## src/rtl/ysyx_22051013_data_axi_master_pkg.sv

```systemverilog
// Shared AXI constants, FSM state encoding and mask helpers for the data-side AXI master.
// Used by ysyx_22051013_data_axi_master and ysyx_22051013_axi_size_enc.
package ysyx_22051013_data_axi_master_pkg;

    localparam logic [2:0] AXI_SIZE_1 = 3'd0;
    localparam logic [2:0] AXI_SIZE_2 = 3'd1;
    localparam logic [2:0] AXI_SIZE_4 = 3'd2;
    localparam logic [2:0] AXI_SIZE_8 = 3'd3;

    localparam logic [1:0] AXI_BURST_INCR = 2'b01;

    localparam logic [1:0] AXI_RESP_OKAY   = 2'b00;
    localparam logic [1:0] AXI_RESP_EXOKAY = 2'b01;
    localparam logic [1:0] AXI_RESP_SLVERR = 2'b10;
    localparam logic [1:0] AXI_RESP_DECERR = 2'b11;

    typedef enum logic [2:0] {
        ysyx_22051013_AXIM_IDLE  = 3'd0,
        ysyx_22051013_AXIM_RADDR = 3'd1,
        ysyx_22051013_AXIM_RDATA = 3'd2,
        ysyx_22051013_AXIM_WADDR = 3'd3,
        ysyx_22051013_AXIM_WRESP = 3'd4,
        ysyx_22051013_AXIM_RESP  = 3'd5
    } axim_state_e;

    function automatic logic [3:0] popcount8(input logic [7:0] mask);
        logic [3:0] cnt;
        cnt = 4'd0;
        for (int i = 0; i < 8; i++) begin
            cnt = cnt + {3'd0, mask[i]};
        end
        return cnt;
    endfunction

endpackage

```

## src/rtl/ysyx_22051013_axi_size_enc.sv

```systemverilog
// Combinational byte-mask to AXI size encoder; flags masks whose popcount is not 1, 2, 4 or 8.
// Illegal masks still encode as an 8-byte beat so the strobe can pass through unchanged.
module ysyx_22051013_axi_size_enc
    import ysyx_22051013_data_axi_master_pkg::*;
(
    input  logic [7:0] i_mask,
    output logic [2:0] o_size,
    output logic       o_illegal
);

    always_comb begin
        o_size    = AXI_SIZE_8;
        o_illegal = 1'b0;
        case (popcount8(i_mask))
            4'd1:    o_size = AXI_SIZE_1;
            4'd2:    o_size = AXI_SIZE_2;
            4'd4:    o_size = AXI_SIZE_4;
            4'd8:    o_size = AXI_SIZE_8;
            default: o_illegal = 1'b1;
        endcase
    end

endmodule

```

## src/rtl/ysyx_22051013_data_axi_master.sv

```systemverilog
// Single-outstanding, single-beat AXI4 master for dcache line traffic and uncached device accesses.
// Optional YSYX_22051013_AXI_RESP_CHECK_EN: report bad responses, id mismatches and illegal masks on resp_err.
module ysyx_22051013_data_axi_master
    import ysyx_22051013_data_axi_master_pkg::*;
#(
    parameter int ADDR_W = 32,
    parameter int ID_W   = 4,
    parameter int AXI_ID = 1
) (
    input  logic              clk,
    input  logic              rst_n,
    input  logic              req_re,
    input  logic              req_we,
    input  logic [63:0]       req_addr,
    input  logic [63:0]       req_wdata,
    input  logic [7:0]        req_mask,
    output logic              resp_valid,
    output logic [63:0]       resp_rdata,
    output logic              resp_err,
    output logic              awvalid,
    input  logic              awready,
    output logic [ADDR_W-1:0] awaddr,
    output logic [ID_W-1:0]   awid,
    output logic [7:0]        awlen,
    output logic [2:0]        awsize,
    output logic [1:0]        awburst,
    output logic              wvalid,
    input  logic              wready,
    output logic [63:0]       wdata,
    output logic [7:0]        wstrb,
    output logic              wlast,
    input  logic              bvalid,
    output logic              bready,
    input  logic [1:0]        bresp,
    input  logic [ID_W-1:0]   bid,
    output logic              arvalid,
    input  logic              arready,
    output logic [ADDR_W-1:0] araddr,
    output logic [ID_W-1:0]   arid,
    output logic [7:0]        arlen,
    output logic [2:0]        arsize,
    output logic [1:0]        arburst,
    input  logic              rvalid,
    output logic              rready,
    input  logic [63:0]       rdata,
    input  logic [1:0]        rresp,
    input  logic              rlast,
    input  logic [ID_W-1:0]   rid
);

    localparam logic [ID_W-1:0] ID_VAL = ID_W'(AXI_ID);

    axim_state_e       r_state;
    axim_state_e       w_next;
    logic [ADDR_W-1:0] r_addr;
    logic [63:0]       r_wdata;
    logic [7:0]        r_mask;
    logic [2:0]        r_size;
    logic              r_illegal;
    logic              r_aw_pend;
    logic              r_w_pend;
    logic [63:0]       r_rdata;
    logic              r_err;

    logic [2:0]        w_size;
    logic              w_illegal;
    logic              w_start;
    logic              w_r_fire;
    logic              w_b_fire;
    logic              w_aw_done;
    logic              w_w_done;
    logic              w_rd_err;
    logic              w_wr_err;
    logic              w_unused;

    ysyx_22051013_axi_size_enc u_size_enc (
        .i_mask    (req_mask),
        .o_size    (w_size),
        .o_illegal (w_illegal)
    );

    assign w_start   = (r_state == ysyx_22051013_AXIM_IDLE) && (req_we || req_re);
    assign w_r_fire  = (r_state == ysyx_22051013_AXIM_RDATA) && rvalid && rlast;
    assign w_b_fire  = (r_state == ysyx_22051013_AXIM_WRESP) && bvalid;
    // A channel whose handshake already happened counts as done in later cycles.
    assign w_aw_done = !r_aw_pend || awready;
    assign w_w_done  = !r_w_pend || wready;

`ifdef YSYX_22051013_AXI_RESP_CHECK_EN
    assign w_rd_err = r_illegal || (rresp != AXI_RESP_OKAY) || (rid != ID_VAL);
    assign w_wr_err = r_illegal || (bresp != AXI_RESP_OKAY) || (bid != ID_VAL);
    assign w_unused = ^req_addr;
`else
    assign w_rd_err = 1'b0;
    assign w_wr_err = 1'b0;
    assign w_unused = ^{req_addr, rresp, bresp, rid, bid, r_illegal};
`endif

    always_comb begin
        w_next = r_state;
        case (r_state)
            ysyx_22051013_AXIM_IDLE: begin
                if (req_we)      w_next = ysyx_22051013_AXIM_WADDR;
                else if (req_re) w_next = ysyx_22051013_AXIM_RADDR;
            end
            ysyx_22051013_AXIM_RADDR: if (arready) w_next = ysyx_22051013_AXIM_RDATA;
            ysyx_22051013_AXIM_RDATA: if (rvalid && rlast) w_next = ysyx_22051013_AXIM_RESP;
            ysyx_22051013_AXIM_WADDR: if (w_aw_done && w_w_done) w_next = ysyx_22051013_AXIM_WRESP;
            ysyx_22051013_AXIM_WRESP: if (bvalid) w_next = ysyx_22051013_AXIM_RESP;
            ysyx_22051013_AXIM_RESP:  w_next = ysyx_22051013_AXIM_IDLE;
            default:                  w_next = ysyx_22051013_AXIM_IDLE;
        endcase
    end

    always_ff @(posedge clk) begin
        if (!rst_n) begin
            r_state   <= ysyx_22051013_AXIM_IDLE;
            r_aw_pend <= 1'b0;
            r_w_pend  <= 1'b0;
            r_rdata   <= 64'd0;
            r_err     <= 1'b0;
        end else begin
            r_state <= w_next;
            if ((r_state == ysyx_22051013_AXIM_IDLE) && req_we) begin
                r_aw_pend <= 1'b1;
                r_w_pend  <= 1'b1;
            end else begin
                if (awvalid && awready) r_aw_pend <= 1'b0;
                if (wvalid && wready)   r_w_pend  <= 1'b0;
            end
            if (w_r_fire) begin
                r_rdata <= rdata;
                r_err   <= w_rd_err;
            end else if (w_b_fire) begin
                r_err   <= w_wr_err;
            end
        end
    end

    // Request fields are frozen when the transaction starts.
    always_ff @(posedge clk) begin
        if (w_start) begin
            r_addr    <= req_addr[ADDR_W-1:0];
            r_wdata   <= req_wdata;
            r_mask    <= req_mask;
            r_size    <= w_size;
            r_illegal <= w_illegal;
        end
    end

    assign arvalid    = (r_state == ysyx_22051013_AXIM_RADDR);
    assign araddr     = r_addr;
    assign arid       = ID_VAL;
    assign arlen      = 8'd0;
    assign arsize     = r_size;
    assign arburst    = AXI_BURST_INCR;
    assign rready     = (r_state == ysyx_22051013_AXIM_RDATA);

    assign awvalid    = (r_state == ysyx_22051013_AXIM_WADDR) && r_aw_pend;
    assign awaddr     = r_addr;
    assign awid       = ID_VAL;
    assign awlen      = 8'd0;
    assign awsize     = r_size;
    assign awburst    = AXI_BURST_INCR;
    assign wvalid     = (r_state == ysyx_22051013_AXIM_WADDR) && r_w_pend;
    assign wdata      = r_wdata;
    assign wstrb      = r_mask;
    assign wlast      = 1'b1;
    assign bready     = (r_state == ysyx_22051013_AXIM_WRESP);

    assign resp_valid = (r_state == ysyx_22051013_AXIM_RESP);
    assign resp_rdata = r_rdata;
    assign resp_err   = r_err && resp_valid;

endmodule

```

## config.mk

```make
export PLATFORM = sky130hd
export DESIGN_NAME = ysyx_22051013_data_axi_master
export DESIGN_NICKNAME = d
export VERILOG_FILES = /design/src/rtl/ysyx_22051013_data_axi_master_pkg.sv /design/src/rtl/ysyx_22051013_axi_size_enc.sv /design/src/rtl/ysyx_22051013_data_axi_master.sv
export SDC_FILE = /design/constraint.sdc
export NUM_CORES = 1
export LEC_CHECK = 0
export ABC_CLOCK_PERIOD_IN_PS = 8100
export CORE_AREA = 2 2 179 181
export DETAILED_ROUTE_END_ITERATION = 10
export DIE_AREA = 0 0 181 183
export PLACE_DENSITY_LB_ADDON = 0.08
export SLEW_MARGIN = 5
export SYNTH_ARGS = -nofsm -noshare
export SYNTH_HDL_FRONTEND = slang
export SYNTH_SLANG_ARGS = --single-unit
```

## constraint.sdc

```tcl
create_clock -name clk -period 8.1 [get_ports clk]
set_clock_uncertainty 0.05 [all_clocks]
set_input_delay 1.215 -clock clk [delete_from_list [all_inputs] [get_ports clk]]
set_output_delay 1.215 -clock clk [all_outputs]
set_load 0.02 [all_outputs]
```

After elaboration in Yosys (flattened, before gate mapping)
Index checks and enable logic that the tools add are counted.

operators by class
  add/subtract/negate cells = 7
  equal/unequal tests = 13
  muxes and demuxes = 12
  reduce and logical (&&, ||, !) cells = 19

operator list
  cell                                                                     count
  4-bit by 1-bit adder with 4-bit output                                   6
  3-bit two-way mux                                                        6
  3-bit one-hot mux with 5 select lines                                    1
  1-bit logical AND                                                        10
  3-bit by 2-bit == test with 1-bit output, second input constant          2
  3-bit == test, second input constant                                     2
  2-bit one-hot mux with 3 select lines                                    1
  5-bit AND reduction                                                      1
  4-bit by 1-bit == test with 1-bit output, second input constant          1
  4-bit by 2-bit == test with 1-bit output, second input constant          1
  4-bit by 3-bit == test with 1-bit output, second input constant          1
  1-bit two-way mux                                                        4
  2-bit by 1-bit inequality test with 1-bit output, second input constant  2
  2-bit inequality test, second input constant                             2
  2-bit nonzero test                                                       2
  3-bit by 1-bit == test with 1-bit output, second input constant          1
  3-bit zero test                                                          1
  1-bit logical OR                                                         3
  3-bit inequality test, second input constant                             1
  1-bit by 1-bit adder with 2-bit output                                   1
  1-bit zero test                                                          2

storage, ports and cells
  register bits after elaboration = 176
  input port bits = 222
  output and inout port bits = 242
  logic and storage cells = 59

Logic depth before layout (Yosys ltp)
  depth after elaboration = 9
  depth in mapped cells = 11
  gate-level depth less buffers = 11

By module
A second synthesis with hierarchy kept.

unflattened totals
  cell total of the unflattened synthesis = 531
  area, all modules = 6755.2 µm²

modules (own cells, without submodules)
  module                         instances  cells each  area each (µm²)  seq. area each (µm²)
  ysyx_22051013_data_axi_master  1          499         6483.7           4594.4
  ysyx_22051013_axi_size_enc     1          32          271.5            0.0

Worst setup path after synthesis
No wires, ideal clock.

  path type = input -> register
  start = in req_we
  end = reg r_addr[0] (netlist: araddr[0]) (enable)
  arrival time = 5.915 ns
  data required time = 7.467 ns
  slack = 1.551 ns
  cell stages on the path = 2
  path through = nor2_1 -> nor2b_1

on the way
  word-level cells in the longest chain between the ends = 2

ends and longest elaborated chain
  what                  RTL line                              text
  start, declared       ysyx_22051013_data_axi_master.sv:13   input logic req_we,
  1-bit logical OR      ysyx_22051013_data_axi_master.sv:82   assign w_start = (r_state == ysyx_22051013_AXIM_IDLE) && (req_we || req_re);
  1-bit logical AND     ysyx_22051013_data_axi_master.sv:82
  net w_start           ysyx_22051013_data_axi_master.sv:67   logic w_start;
  end signal, assigned  ysyx_22051013_data_axi_master.sv:143  r_addr <= req_addr[ADDR_W-1:0];
  end, declared         ysyx_22051013_data_axi_master.sv:55   logic [ADDR_W-1:0] r_addr;

The timed path passes the listed nets, and every way through them passes these cells.
A chain may end at the register's enable or synchronous reset.

Worst setup path after layout
  start = in req_mask[0]
  end = reg r_size[1] (netlist: arsize[1]), data pin

on the way
  word-level cells in the longest chain between the ends = 9
  elaborated cells on any way between the ends = 11

ends and longest elaborated chain
  what                                                                    RTL line                                 text
  start, declared                                                         ysyx_22051013_data_axi_master.sv:16      input logic [7:0] req_mask,
  1-bit by 1-bit adder with 2-bit output *                                ysyx_22051013_data_axi_master_pkg.sv:30  cnt = cnt + {3'd0, mask[i]};
  4-bit by 1-bit adder with 4-bit output * (6 in a row)                   ysyx_22051013_data_axi_master_pkg.sv:30
  4-bit by 3-bit == test with 1-bit output, or another cell as far along  -
  2-bit one-hot mux with 3 select lines *                                 ysyx_22051013_axi_size_enc.sv:14         case (popcount8(i_mask))
  net u_size_enc.o_size[1]                                                ysyx_22051013_axi_size_enc.sv:7          output logic [2:0] o_size,
  end signal, assigned                                                    ysyx_22051013_data_axi_master.sv:146     r_size <= w_size;
  end, declared                                                           ysyx_22051013_data_axi_master.sv:58      logic [2:0] r_size;

Mark *: on every way through the listed nets, which the timed path passes. The rest lies on a longest branch.

==> impl_metrics.py <==
metrics = {
    "drt": {
        "vias_per_cell": 3.76,
        "drc": 0,
        "wl_mm": 21.0,
        "drt_first_pass_iters": 4,
        "avgRoutedWirePerCell_um": 16.3,
        "ant_nets": 0,
        "num_vias": 4859,
        "drt-initial-drc-count": 123,
    },
    "logic_synthesis": {
        "synth_common_cells": "nand2_1, edfxtp_1, dfxtp_1",
        "synth_top_area_share_pct": 47.6,
        "netlist_instances": 524,
        "seq_area_frac_synth_pct": 68.2,
        "synth.ff_latch_count": 175,
        "yosys_most_used_dff": "edfxtp_1",
        "synth_edf_count": 106,
        "synth_top_area_cell": "edfxtp_1",
        "synth_cell_types": 34,
        "yosysMostFrequentCell": "nand2_1",
        "syn_area_um2": 6690,
        "syn_avg_cell_area_um2": 12.8,
        "synthArstFlopShare_pct": 0,
        "synth.area.top_cells": "edfxtp_1, dfxtp_1, nand2_1, buf_4, a21boi_2",
        "synth_warnings": 0,
    },
    "timing": {
        "fmax_mhz": 253,
        "worstMarginPinSlew_ns": 0.893,
        "slew_headroom_pct": 40.5,
        "setup_viol": 0,
        "setup_tns_ns": 0,
        "hold_viol_final": 0,
        "rsz0062_at_grt": "no",
        "min_period_over_period_pct": 48.8,
        "period_minus_slack_ns": 3.95,
        "slew_viol_final": 0,
        "timing.hold.ws_ns": 0.403,
    },
    "floorplanning": {
        "ios": 464,
        "coreArea_um2": 31200,
        "initial_core_util_pct": 21.4,
        "die_y_um": 183,
        "fp.dieW_um": 181,
        "dieArea_um2": 33100,
        "std_cell_rows": 65,
    },
    "setup_path": {
        "rr_worst_depth": 4,
        "worstPathArrival_ns": 4.06,
        "r2r_setup_slack_ns": 5.40,
        "cp_data_required_time_ns": 8.21,
        "critPathKind": "input port to register",
        "end_kind": "register",
        "rr_endpoint": "wdata[53]",
        "path_max_fanout": 2,
        "crit_path_start_kind": "input port",
        "rr_startpoint": "r_state[1]",
    },
    "pwr": {
        "power_density_nw_per_um2": 314,
        "switching_share_pct": 33.5,
        "power_frac_clock_pct": 24.3,
        "power_frac_comb_pct": 37.3,
        "total_power_mw": 3.50,
        "seqPwrFrac_pct": 38.4,
        "ir_worst_vdd_mv": 0.125,
        "p_leak_nw": 3.85,
        "power.switching_mw": 1.17,
        "internal_power_mw": 2.33,
    },
    "global_routing": {
        "grt_max_degree": 69,
        "grtUsageTotal_pct": 12.4,
        "antenna_found_initial": 0,
        "grt_pass1_vias": 4774,
        "grt_first_pass_wirelength_mm": 30.0,
        "grt-ovfl-total": 0,
    },
    "finish": {
        "num-nets-final": 1106,
        "n_fill_cell": 3189,
        "multiInputGateArea_um2": 1510,
        "final_util_pct": 35.6,
        "area_delta_synth_final_pct": 66.3,
        "drive_above_1_share_pct": 7.31,
        "ff_latch_area_um2": 4560,
        "antenna_cells_inserted": 0,
        "final_area_um2": 11100,
    },
    "min_path": {
        "holdPathStages": 2,
        "worstHoldStart": "resp_rdata[60]",
        "min_path_type": "register to register",
        "whs_endpoint": "resp_rdata[60]",
    },
    "place": {
        "place_area_um2": 10500,
        "gp_routability_congestion": 0.695,
        "io_buffer_count": 387,
        "dp_hpwl_mm": 15.4,
    },
    "clocking": {
        "clk-insertion-delay-late_ns": 0.42,
        "post-cts-setup-buffer-count": 0,
        "clkTransAtPathRegs_ns": 0.06,
        "clock_path_buffers": 2,
        "cts_tree": "built",
        "htreeDepth": 4,
        "cts_buffers": 17,
        "cts_sinks": 175,
        "hold_buffers": 0,
        "cts_root_buf": "clkbuf_16",
        "cts_resized": 0,
    },
    "outcome": {
        "status": "completed",
    },
    "run": {
        "cap_violations": 0,
    },
}
[cell usage in the layout, fill, tap and decap left out, types with 4 or more instances in the layout]
cell	n
a21boi_0	6
a21boi_2	25
a21oi_1	35
buf_4	6
clkbuf_16	17
clkdlybuf4s50_1	387
conb_1	32
dfxtp_1	69
edfxtp_1	106
fa_1	4
inv_1	11
nand2_1	140
nor2_1	4
[registers in the layout, summed over array words and instances, names as in the netlist]
| register | flops |
|---|---|
| resp_rdata | 64 |
| r_w_pend | 1 |
| wstrb | 8 |
| r_state | 3 |
| araddr | 32 |
| wdata | 64 |
| r_aw_pend | 1 |
| arsize | 2 |
[logic make-up (layout without fill, tap and decap cells)]
kind of cell | Yosys count | after routing | share of synthesized area (%)
AOI/OAI and AO/OA | 72 | 72 | 8.10
xor gates and xnor gates | 3 | 3 | 0.393
adders and majority gates | 7 | 7 | 1.76
buffers and inverters | 101 | 436 | 11.1
DFF | 175 | 175 | 68.2
muxes | 2 | 2 | 0.299
other | 2 | 32 | 0.112
and+or+nand+nor | 162 | 162 | 10.0
[cell type report]
| cell class | instances | share of cell area (%) |
|---|---|---|
| repair buffers | 393 | 35.2 |
| multi-input cells | 278 | 13.5 |
| flip-flops and latches | 175 | 41.0 |
| well taps | 402 | 4.52 |
| clock buffers | 18 | 3.86 |
| inverters | 12 | 0.405 |
| clock inverters | 13 | 1.46 |
[metal layers]
metal	part of all wire [%]	vias up	track usage [%]
met5	0	-	0
met4	1.3	0	4.20
met3	10	17	5.50
met2	49	255	21.2
met1	39	2231	13.8
li1	-	2356	-
[metrics by stage]
step | worst slack (ns) | cells
after floorplan | 1.55 | 554
after global placement | 3.71 | 1260
after detailed placement | 3.71 | 1260
after CTS | 4.17 | 1291
after global routing | 4.06 | 1291
final | 4.15 | 1291
[worst max-delay path by stage]
stage,startpoint,to,slack (ns),cells past startpoint
floorplan,req_we,araddr[0],1.55,2
global placement,req_mask[0],arsize[0],3.71,12
detailed placement,req_mask[0],arsize[1],3.71,10
CTS,req_mask[0],arsize[1],4.17,10
global route,req_mask[0],arsize[0],4.06,12
finish,req_mask[0],arsize[1],4.15,10
[critical path, cell delays in order]
cell and delay (ns):
clkdlybuf4s50_1 0.42, ha_1 0.28, inv_1 0.04, fa_1 0.49
fa_1 0.43, fa_1 0.39, inv_1 0.08, fa_1 0.44
xnor2_1 0.16, nand3_1 0.10
[power by group through the flow]
stage | logic (mW) | clock network, mW | registers (mW)
after floorplan | 0.423 | 0 | 1.67
after global placement | 1.34 | 0 | 1.36
after detailed placement | 1.33 | 0 | 1.37
after CTS | 1.33 | 0.889 | 1.35
after global routing | 1.37 | 0.927 | 1.37
final | 1.31 | 0.848 | 1.34
No activity file was read; power rests on OpenSTA's default activity.
